`src/rtl/i2s_clk_ctrl.sv`:
```
// I2S master-mode clock controller: derives bck/lrck from clk and emits
// clk-domain sampling strobes for the receive datapath. A stop request is
// honoured only on a stereo frame boundary so no partial word is delivered.
//
// state      | meaning
// -----------+------------------------------------------------------------
// S_IDLE     | clocks parked low, counters cleared, waiting for enable
// S_RUN      | bck/lrck running, strobes generated
// S_STOPPING | still running, leaves at the falling edge closing the frame
module i2s_clk_ctrl #(
    parameter int BCK_DIV  = 2,
    parameter int NUM_BITS = 16
) (
    input  logic                        clk,
    input  logic                        reset,
    input  logic                        enable,
    output logic                        bck,
    output logic                        lrck,
    output logic                        busy,
    output logic                        bit_strobe,
    output logic [$clog2(NUM_BITS)-1:0] bit_idx,
    output logic                        word_done,
    output logic                        word_ch
);

    localparam int HALF = BCK_DIV / 2;
    localparam int DW   = (HALF > 1) ? $clog2(HALF) : 1;
    localparam int SW   = $clog2(NUM_BITS);

    typedef enum logic [1:0] {
        S_IDLE     = 2'd0,
        S_RUN      = 2'd1,
        S_STOPPING = 2'd2
    } state_t;

    state_t          state_q, state_d;
    logic [DW-1:0]   div_cnt_q, div_cnt_d;
    logic [SW-1:0]   slot_q, slot_d;
    logic [SW-1:0]   bit_idx_q, bit_idx_d;
    logic            bck_q, bck_d;
    logic            lrck_q, lrck_d;
    logic            first_q, first_d;
    logic            bit_strobe_q, bit_strobe_d;
    logic            word_done_q, word_done_d;
    logic            word_ch_q, word_ch_d;

    logic            running;
    logic            tc;
    logic            rise_ev;
    logic            fall_ev;
    logic            frame_end;

    // Divider terminal count and the bck edge events it produces.
    always_comb begin
        running   = (state_q != S_IDLE);
        tc        = running && (div_cnt_q == DW'(HALF - 1));
        rise_ev   = tc && !bck_q;
        fall_ev   = tc && bck_q;
        // Falling edge closing slot 0 of the left half: the right word's LSB
        // (or nothing, before the first data bit) has just been strobed.
        frame_end = fall_ev && (slot_q == '0) && !lrck_q;
    end

    // State and datapath registers with synchronous reset.
    always_ff @(posedge clk) begin
        if (reset) begin
            state_q      <= S_IDLE;
            div_cnt_q    <= '0;
            slot_q       <= '0;
            bit_idx_q    <= '0;
            bck_q        <= 1'b0;
            lrck_q       <= 1'b0;
            first_q      <= 1'b0;
            bit_strobe_q <= 1'b0;
            word_done_q  <= 1'b0;
            word_ch_q    <= 1'b0;
        end else begin
            state_q      <= state_d;
            div_cnt_q    <= div_cnt_d;
            slot_q       <= slot_d;
            bit_idx_q    <= bit_idx_d;
            bck_q        <= bck_d;
            lrck_q       <= lrck_d;
            first_q      <= first_d;
            bit_strobe_q <= bit_strobe_d;
            word_done_q  <= word_done_d;
            word_ch_q    <= word_ch_d;
        end
    end

    // Next-state: a re-request while stopping wins over the frame-end exit.
    always_comb begin
        state_d = state_q;
        case (state_q)
            S_IDLE:     if (enable) state_d = S_RUN;
            S_RUN:      if (!enable) state_d = S_STOPPING;
            S_STOPPING: begin
                if (enable)         state_d = S_RUN;
                else if (frame_end) state_d = S_IDLE;
            end
            default:    state_d = S_IDLE;
        endcase
    end

    // Divider, slot counter and strobe generation.
    always_comb begin
        div_cnt_d    = div_cnt_q;
        slot_d       = slot_q;
        bit_idx_d    = bit_idx_q;
        bck_d        = bck_q;
        lrck_d       = lrck_q;
        first_d      = first_q;
        bit_strobe_d = 1'b0;
        word_done_d  = 1'b0;
        word_ch_d    = word_ch_q;
        if (state_q == S_IDLE || state_d == S_IDLE) begin
            div_cnt_d = '0;
            slot_d    = '0;
            bck_d     = 1'b0;
            lrck_d    = 1'b0;
            first_d   = 1'b1;
        end else begin
            div_cnt_d = tc ? '0 : div_cnt_q + DW'(1);
            if (rise_ev) begin
                bck_d = 1'b1;
                if (slot_q != '0 || !first_q) begin
                    bit_strobe_d = 1'b1;
                    bit_idx_d    = (slot_q == '0) ? '0 : SW'(NUM_BITS - int'(slot_q));
                end
                // Slot 0 carries the previous channel's LSB (one-bck delay).
                if (slot_q == '0 && !first_q) begin
                    word_done_d = 1'b1;
                    word_ch_d   = !lrck_q;
                end
            end
            if (fall_ev) begin
                bck_d   = 1'b0;
                first_d = 1'b0;
                if (slot_q == SW'(NUM_BITS - 1)) begin
                    slot_d = '0;
                    lrck_d = !lrck_q;
                end else begin
                    slot_d = slot_q + SW'(1);
                end
            end
        end
    end

    // Outputs straight from registers.
    always_comb begin
        bck        = bck_q;
        lrck       = lrck_q;
        busy       = running;
        bit_strobe = bit_strobe_q;
        bit_idx    = bit_idx_q;
        word_done  = word_done_q;
        word_ch    = word_ch_q;
    end

endmodule

```
`config.mk`:
```
export PLATFORM = sky130hd
export DESIGN_NAME = i2s_clk_ctrl
export DESIGN_NICKNAME = d
export VERILOG_FILES = /design/src/rtl/i2s_clk_ctrl.sv
export SDC_FILE = /design/constraint.sdc
export NUM_CORES = 1
export LEC_CHECK = 0
export ABC_AREA = 0
export CORE_MARGIN = 10
export CORE_UTILIZATION = 55
export CTS_CLUSTER_DIAMETER = 200
export DETAILED_ROUTE_END_ITERATION = 10
export PLACE_DENSITY = 0.81
export RECOVER_POWER = 25
export SLEW_MARGIN = 20
export SYNTH_ARGS = -nofsm -noshare
export SYNTH_HDL_FRONTEND = slang
export SYNTH_SLANG_ARGS = --single-unit
```
`constraint.sdc`:
```
create_clock -name clk -period 4.8 [get_ports clk]
set_input_delay 0.72 -clock clk [delete_from_list [all_inputs] [get_ports clk]]
set_output_delay 0.72 -clock clk [all_outputs]
set_load 0.02 [all_outputs]
```
* Yosys cells after proc, flatten, opt, wreduce, memory -nomap -nowiden
Index checks and enable logic that the tools add are counted. Widths: inputs -> output; s select.
Word-level totals: logic and storage cells 54, output and inout port bits 10, bits in registers 17, input bits 3
Cells by class: add/subtract/negate cells 3, reduce and logical (&&, ||, !) cells 24, multiplexer cells 11, equal/unequal tests 3, bitwise operators 3
Operators with widths (count):
- $reduce_or 3->1 | 3
- $mux 2 | 4
- $mux 4 | 2
- $logic_and 1x1->1 | 6
- $pmux 2 s3 | 1
- $reduce_and 3->1 | 2
- $add 4x1->4 const B | 1
- $eq 4x4->1 const B | 1
- $logic_not 2->1 | 2
- $logic_not 4->1 | 1
- $mux 1 | 4
- $reduce_bool 2->1 | 2
- $reduce_bool 4->1 | 1
- $sub 1x4->4 const A | 1
- $logic_not 1->1 | 3
- $not 1->1 | 3
- $eq 2x1->1 const B | 1
- $eq 2x2->1 const B | 1
- $logic_or 1x1->1 | 2
- $reduce_and 2->1 | 1
- $reduce_or 2->1 | 1
- $add 1x1->1 const B | 1

* Longest topological paths before layout
Gate-level depths: netlist of the first run.
depth in word-level cells 12, depth in mapped cells 6

* Worst setup path before layout of the first run
Ideal clock, no wire load.
path type register -> register, from register slot_q[0], to register first_q, slack 3.195 ns, setup time 0.122 ns, path buffers 1, cell stages (with the launch flop) 7, arrival 1.483 ns, cell sequence dfxtp_1 > inv_1 > ha_1 > nor3b_4 > and4_1 > buf_2 > o31a_2
On the way: cells in the longest elaborated chain, start to end 9
RTL lines:
- start: declaration | line 38 | logic [SW-1:0] slot_q, slot_d;
- start signal: assignment | line 80 | slot_q <= slot_d;
- $logic_not 4->1 (*) | line 61 | frame_end = fall_ev && (slot_q == '0) && !lrck_q;
- $logic_and 1x1->1 (*) (2 in a row) | line 61
- $mux 2 (*) | line 99 | else if (frame_end) state_d = S_IDLE;
- $mux 2 (*) | line 98 | if (enable) state_d = S_RUN;
- $pmux 2 s3 (*) | line 94 | case (state_q)
- $logic_not 2->1 (*) | line 116 | if (state_q == S_IDLE || state_d == S_IDLE) begin
- $logic_or 1x1->1 (*) | line 116
- $mux 1 / $reduce_bool 2->1 (equally long branches)
- end signal: assignment | line 84 | first_q <= first_d;
- end: declaration | line 42 | logic first_q, first_d;
Mark *: on every way between the ends. The rest lies on a longest branch, timed or not. A chain may end at the register's enable or synchronous reset.

* Worst setup path in the final report of the first run
from register bck_q, in the netlist bck, to output bck
RTL lines:
- start: declaration | line 40 | logic bck_q, bck_d;
- start signal: assignment | line 82 | bck_q <= bck_d;
- end: declaration | line 17 | output logic bck,
No word-level cell between the ends.

==> reports/summary.txt, run 1 <==
run status -> finished clean
routed length on met2 -> 757 um
share of synthesized flip-flops with an asynchronous set or reset -> 0
total global-route track usage -> 0.102
share of the cycle needed by the critical path after routing -> 0.478
delay contributed by the slowest stage of the critical path -> 700 ps
required time of the worst setup path -> 4080 ps
Max rail drop VDD -> 0.000200 V
row count -> 14
global-route wire length before repair -> 2860 um
combinational family with the most area after synthesis -> simple AND/OR/NAND/NOR gates
Max Freq -> 436 MHz
number of library cell types mapped by synthesis -> 43
count of clock tree sinks -> 17
fraction of layout instances using a drive strength above 1 -> 0.167
final number of setup-violating endpoints -> 0
CTS Buffer Depth -> 2
hold_buf cts -> 0
cell leakage power -> 0.322 nW
count of mapped cells out of synthesis -> 90
setup repair after global routing missed its margin -> false
final setup skew -> 9.89 ps
top routing layer in use -> met4
wirelength, routed -> 1720 um
cell breakdown of the critical path -> clkdlybuf4s50_1
input/output buffers -> 12
Vias/cell -> 5.85
post-detailed-route count of antenna-violating nets -> 0
antenna violations before repair -> 0
TNS Setup -> 0 ps
Synth Warn # -> 0
detailed route wirelength on metal3 -> 114 um
post-synthesis mux area share -> 0.0357
synthesized area per cell -> 9.73 sq um
Netlist Area Pre-Place -> 876 sq um
post-layout min period -> 2290 ps
Pins Over Slew Limit -> 0
clock slew at reported path FFs -> 90 ps
hpwl dp -> 1300 um
critical path arrival -> 1570 ps
worst setup slack after layout -> 2510 ps
net count after synthesis -> 95
startpoint types -> flop
area share of fa/ha/maj cells after synthesis -> 0.0286
detailed-route DRC error count -> 0
Buf/Inv on CP -> 1
part of the Yosys area used for sequential elements -> 0.389
max_cap viols -> 0
number of setup buffers added after CTS -> 0
maximum number of pins on one net before global-route repair -> 12
Die Span Y -> 59.9 um
clock tree from TritonCTS -> done
areal power density over the cells -> 242 mW/mm^2
clock insertion delay at the later pin of the skew report -> 290 ps
tightest slew margin relative to the limit -> 0.656
critical path endpoint category -> output pin
number of top-level pins -> 13
number of enable-type register cells in the synthesized netlist -> 0
wire length per cell after detailed routing -> 14.5 um
highest fanout seen on the critical path -> 11
via count -> 690
compound-gate portion of the synthesized area -> 0.230
share of the synthesized netlist area taken by xor and xnor gates -> 0.0286
hold violation total from the final report -> 0
Die ar. -> 0.00359 sq mm
quantity of gates resized following cts -> 0
flip-flop cell with the highest count after synthesis -> sky130_fd_sc_hd__dfxtp_1
simple logic cell fraction of the synthesized area -> 0.233
detailed-router iteration count before antenna repair -> 4
antenna diode count -> 0
global placer's final weighted congestion -> 0.756
placeable core region -> 0.00151 sq mm
number of nets in the layout -> 108
via count of the first global-routing pass -> 634
Worst path slowest cell -> sky130_fd_sc_hd__clkdlybuf4s50_1
starting utilization of the core area -> 0.581
Yosys reg bits -> 17
type of the most critical hold path -> flop to flop
die span in x -> 59.9 um
Area Overhead vs Synth -> 16.4%
CTS Buf Count -> 3
pre-CTS setup slack -> 2770 ps
clk root buf -> sky130_fd_sc_hd__clkbuf_4
critical path class -> flop to output pin
measured slew at the worst slew-check pin -> 516 ps
H-tree levels -> 1
initial drt markers -> 20
family with the most delay on the worst path -> buffers and inverters
Routed met1 length -> 792 um
Remaining Overflow, GRT -> 0
[cells by family after synthesis]
kind of cell,after synthesis
other,1
AND/OR/NAND/NOR,34
multiplexers,3
adder cells (fa/ha/maj),2
AO/OA/AOI/OAI,21
flip-flops,17
buffers and inverters,10
XOR/XNOR,2
[worst paths after layout]
check                  start         end  cells past startpoint  slack, ps
setup reg to reg   slot_q[0]  bit_idx[2]                      5       3020
setup / recovery         bck         bck                      1       2510
hold reg to reg   bit_idx[3]  bit_idx[3]                      2        460
hold / removal    bit_idx[3]  bit_idx[3]                      2        460
[sequential cells by signal, indices dropped and copies added, names as in the netlist]
name,cells
first_q,1
div_cnt_q,1
state_q,2
bck,1
word_done,1
bit_strobe,1
slot_q,4
word_ch,1
lrck,1
bit_idx,4
[synthesized netlist by cell type (all sizes together) (2+ instances only)]
| master | count | area share |
|---|---|---|
| xnor2 | 2 | 0.029 |
| inv | 6 | 0.026 |
| or4 | 2 | 0.017 |
| nor2 | 5 | 0.021 |
| ha | 2 | 0.029 |
| dfxtp | 17 | 0.39 |
| buf | 4 | 0.026 |
| a21oi | 2 | 0.011 |
| nand2b | 2 | 0.017 |
| or2 | 2 | 0.014 |
| a211oi | 5 | 0.054 |
| nand4 | 2 | 0.014 |
| nand3 | 2 | 0.011 |
| o21ai | 2 | 0.011 |
| o32ai | 2 | 0.020 |
| nand2 | 9 | 0.039 |
| and2 | 2 | 0.014 |
| mux2i | 2 | 0.023 |
[cell usage in the layout, fill, tap and decap left out, types with 2 or more instances in the layout]
master	Yosys	final
sky130_fd_sc_hd__nand3_1	2	2
sky130_fd_sc_hd__dfxtp_1	17	17
sky130_fd_sc_hd__a211oi_1	3	3
sky130_fd_sc_hd__clkdlybuf4s50_1	0	11
sky130_fd_sc_hd__nand2_1	9	9
sky130_fd_sc_hd__inv_1	6	6
sky130_fd_sc_hd__clkbuf_4	0	3
sky130_fd_sc_hd__and2_1	2	2
sky130_fd_sc_hd__a21oi_1	2	2
sky130_fd_sc_hd__o21ai_0	2	2
sky130_fd_sc_hd__nor2_1	5	5
sky130_fd_sc_hd__mux2i_1	2	2
sky130_fd_sc_hd__a211oi_2	2	2
sky130_fd_sc_hd__nand4_1	2	2
sky130_fd_sc_hd__o32ai_1	2	2
sky130_fd_sc_hd__ha_1	2	2
sky130_fd_sc_hd__or4_1	2	2
[area by class of cell]
type	count	area (sq um)
multi-input combinational	63	490
fill	123	487
sequential	17	340
timing repair buffer	12	120
clock buffer	4	26.3
inverter	6	22.5
tap	16	20.0
[metal layers]
layer  vias to the layer above  track usage
met5                         -            0
met4                         0       0.0577
met3                         6       0.0424
met2                        25        0.138
met1                       306        0.131
li1                        353            -
[power breakdown]
part	total [mW]	switching [mW]	internal (mW)	leakage, nW
registers	0.148	0.00396	0.144	0.138
logic	0.0251	0.0131	0.0120	0.169
clock network	0.0732	0.0409	0.0323	0.0150
[per-stage QoR]
| stage | utilization | total power [mW] | hold WS [ps] | cell area [sq um] | instances |
|---|---|---|---|---|---|
| 4_1_cts | 0.677 | 0.251 | 468 | 1020 | 118 |
| 2_1_floorplan | - | 0.168 | 523 | 876 | 90 |
| 5_1_grt | 0.677 | 0.261 | 496 | 1020 | 118 |
| 6_report | 0.677 | 0.246 | 463 | 1020 | 118 |
| 3_5_place_dp | 0.659 | 0.177 | 453 | 993 | 114 |
| 3_3_place_gp | 0.659 | 0.176 | 443 | 993 | 114 |
No activity file was read; power rests on OpenSTA's default activity.
==> inputs of run 2 (changes only) <==
--- a/config.mk
+++ b/config.mk
@@ -7,10 +7,10 @@
 export LEC_CHECK = 0
 export ABC_AREA = 0
 export CORE_MARGIN = 10
-export CORE_UTILIZATION = 55
+export CORE_UTILIZATION = 46
 export CTS_CLUSTER_DIAMETER = 200
 export DETAILED_ROUTE_END_ITERATION = 10
-export PLACE_DENSITY = 0.81
+export PLACE_DENSITY = 0.72
 export RECOVER_POWER = 25
 export SLEW_MARGIN = 20
 export SYNTH_ARGS = -nofsm -noshare
==> constraint.sdc (replaced) <==
create_clock -name clk -period 2.1 [get_ports clk]
set_input_delay 0.315 -clock clk [delete_from_list [all_inputs] [get_ports clk]]
set_output_delay 0.315 -clock clk [all_outputs]
set_load 0.02 [all_outputs]
==> run 2 against run 1 <==
- critical path depth stayed put
- global-route usage is 1.1 points lower
- combinational power is 120% higher
- clock skew is 6.3 ps lower
- clock power is 140% higher
- non-clock buffer count stayed put
- register-to-register slack worse by 2800 ps
- wire length is 5.6% higher
- largest cell class unchanged
==> reports/summary.txt, run 2 (same netlist as run 1, synthesis figures left out) <==
total global-route track usage -> 0.0911
CTS Buf Count -> 3
run status -> finished clean
pre-CTS setup slack -> 331 ps
Vias/cell -> 5.56
antenna diode count -> 0
global placer's final weighted congestion -> 0.822
max_cap viols -> 0
detailed-route DRC error count -> 0
count of clock tree sinks -> 17
detailed-router iteration count before antenna repair -> 4
tightest slew margin relative to the limit -> 0.621
setup repair after global routing missed its margin -> false
row count -> 15
wirelength, routed -> 1810 um
input/output buffers -> 12
die span in x -> 63.6 um
TNS Setup -> 0 ps
startpoint types -> flop
Buf/Inv on CP -> 1
share of the cycle needed by the critical path after routing -> 0.906
critical path arrival -> 1590 ps
post-layout min period -> 1900 ps
measured slew at the worst slew-check pin -> 568 ps
highest fanout seen on the critical path -> 11
hold_buf cts -> 0
routed length on met2 -> 854 um
Area Overhead vs Synth -> 16.3%
antenna violations before repair -> 0
final setup skew -> 3.61 ps
final number of setup-violating endpoints -> 0
Max rail drop VDD -> 0.000420 V
global-route wire length before repair -> 3060 um
type of the most critical hold path -> flop to flop
Routed met1 length -> 793 um
clk root buf -> sky130_fd_sc_hd__clkbuf_4
worst setup slack after layout -> 197 ps
family with the most delay on the worst path -> buffers and inverters
most common cell after layout, fill and taps aside -> sky130_fd_sc_hd__dfxtp_1
initial drt markers -> 30
clock slew at reported path FFs -> 100 ps
areal power density over the cells -> 559 mW/mm^2
hpwl dp -> 1280 um
Die ar. -> 0.00405 sq mm
required time of the worst setup path -> 1780 ps
via count of the first global-routing pass -> 665
Worst path slowest cell -> sky130_fd_sc_hd__clkdlybuf4s50_1
post-detailed-route count of antenna-violating nets -> 0
Pins Over Slew Limit -> 0
detailed route wirelength on metal3 -> 135 um
Max Freq -> 525 MHz
H-tree levels -> 1
wire length per cell after detailed routing -> 14.3 um
Final Instance Area -> 0.00102 sq mm
placeable core region -> 0.00176 sq mm
top library cells by usage in the layout, fill and taps aside -> sky130_fd_sc_hd__dfxtp_1 (17), sky130_fd_sc_hd__nand2_1 (9), sky130_fd_sc_hd__clkdlybuf4s50_1 (9), sky130_fd_sc_hd__inv_1 (6), sky130_fd_sc_hd__nor2_1 (5)
clock tree from TritonCTS -> done
maximum number of pins on one net before global-route repair -> 12
starting utilization of the core area -> 0.496
number of setup buffers added after CTS -> 0
Remaining Overflow, GRT -> 0
post-placement cell area -> 0.00100 sq mm
CTS Buffer Depth -> 2
cell breakdown of the critical path -> clkdlybuf4s50_1
quantity of gates resized following cts -> 0
delay contributed by the slowest stage of the critical path -> 700 ps
number of nets in the layout -> 108
clock insertion delay at the later pin of the skew report -> 290 ps
number of top-level pins -> 13
cell leakage power -> 0.324 nW
Die Span Y -> 63.6 um
fraction of layout instances using a drive strength above 1 -> 0.167
critical path endpoint category -> output pin
top routing layer in use -> met4
via count -> 706
critical path class -> flop to output pin
hold violation total from the final report -> 0
==> run 2: cell types whose count changed in the layout (fill, tap and decap cells not counted) <==
cell                              before  now
sky130_fd_sc_hd__clkinv_2              0    1
sky130_fd_sc_hd__xnor2_1               1    2
sky130_fd_sc_hd__xnor2_2               1    0
sky130_fd_sc_hd__nor3b_4               1    0
sky130_fd_sc_hd__dlygate4sd3_1         1    3
sky130_fd_sc_hd__clkbuf_1              1    0
sky130_fd_sc_hd__clkdlybuf4s50_1      11    9
sky130_fd_sc_hd__nor3b_2               0    1
==> run 2: path summary, 6_finish.rpt <==
path         cells past startpoint  slack [ps]    endpoint        from
min                              2         470  bit_idx[1]  bit_idx[1]
max                              1         200         bck         bck
max reg2reg                      5         260     word_ch   slot_q[0]
min reg2reg                      2         470  bit_idx[1]  bit_idx[1]
==> run 2: routing by layer <==
layer,GRT usage,vias to the layer above
met5,0,-
met4,0.0383,0
met3,0.0371,4
met2,0.146,24
met1,0.104,326
li1,-,352
==> run 2: final cells by class <==
type	count	area [sq um]
fillers	163	746
clock buffers	3	22.5
inverters	6	22.5
clock inverters	1	5.00
repair buffers	12	120
flip-flops and latches	17	340
well taps	25	31.3
multi-input cells	63	477
==> run 2: where the power goes <==
group          leakage (nW)  switching, mW  internal [mW]
Combinational         0.168         0.0295         0.0261
Sequential            0.138        0.00852          0.329
Clock                0.0177          0.105         0.0707
==> run 2: stage by stage <==
stage,cells,hold slack [ps],total power [mW],util
floorplan,90,383,0.384,-
global placement,123,446,0.403,0.570
detailed placement,123,455,0.404,0.570
CTS,127,470,0.578,0.585
global route,127,501,0.595,0.577
finish,127,471,0.570,0.577
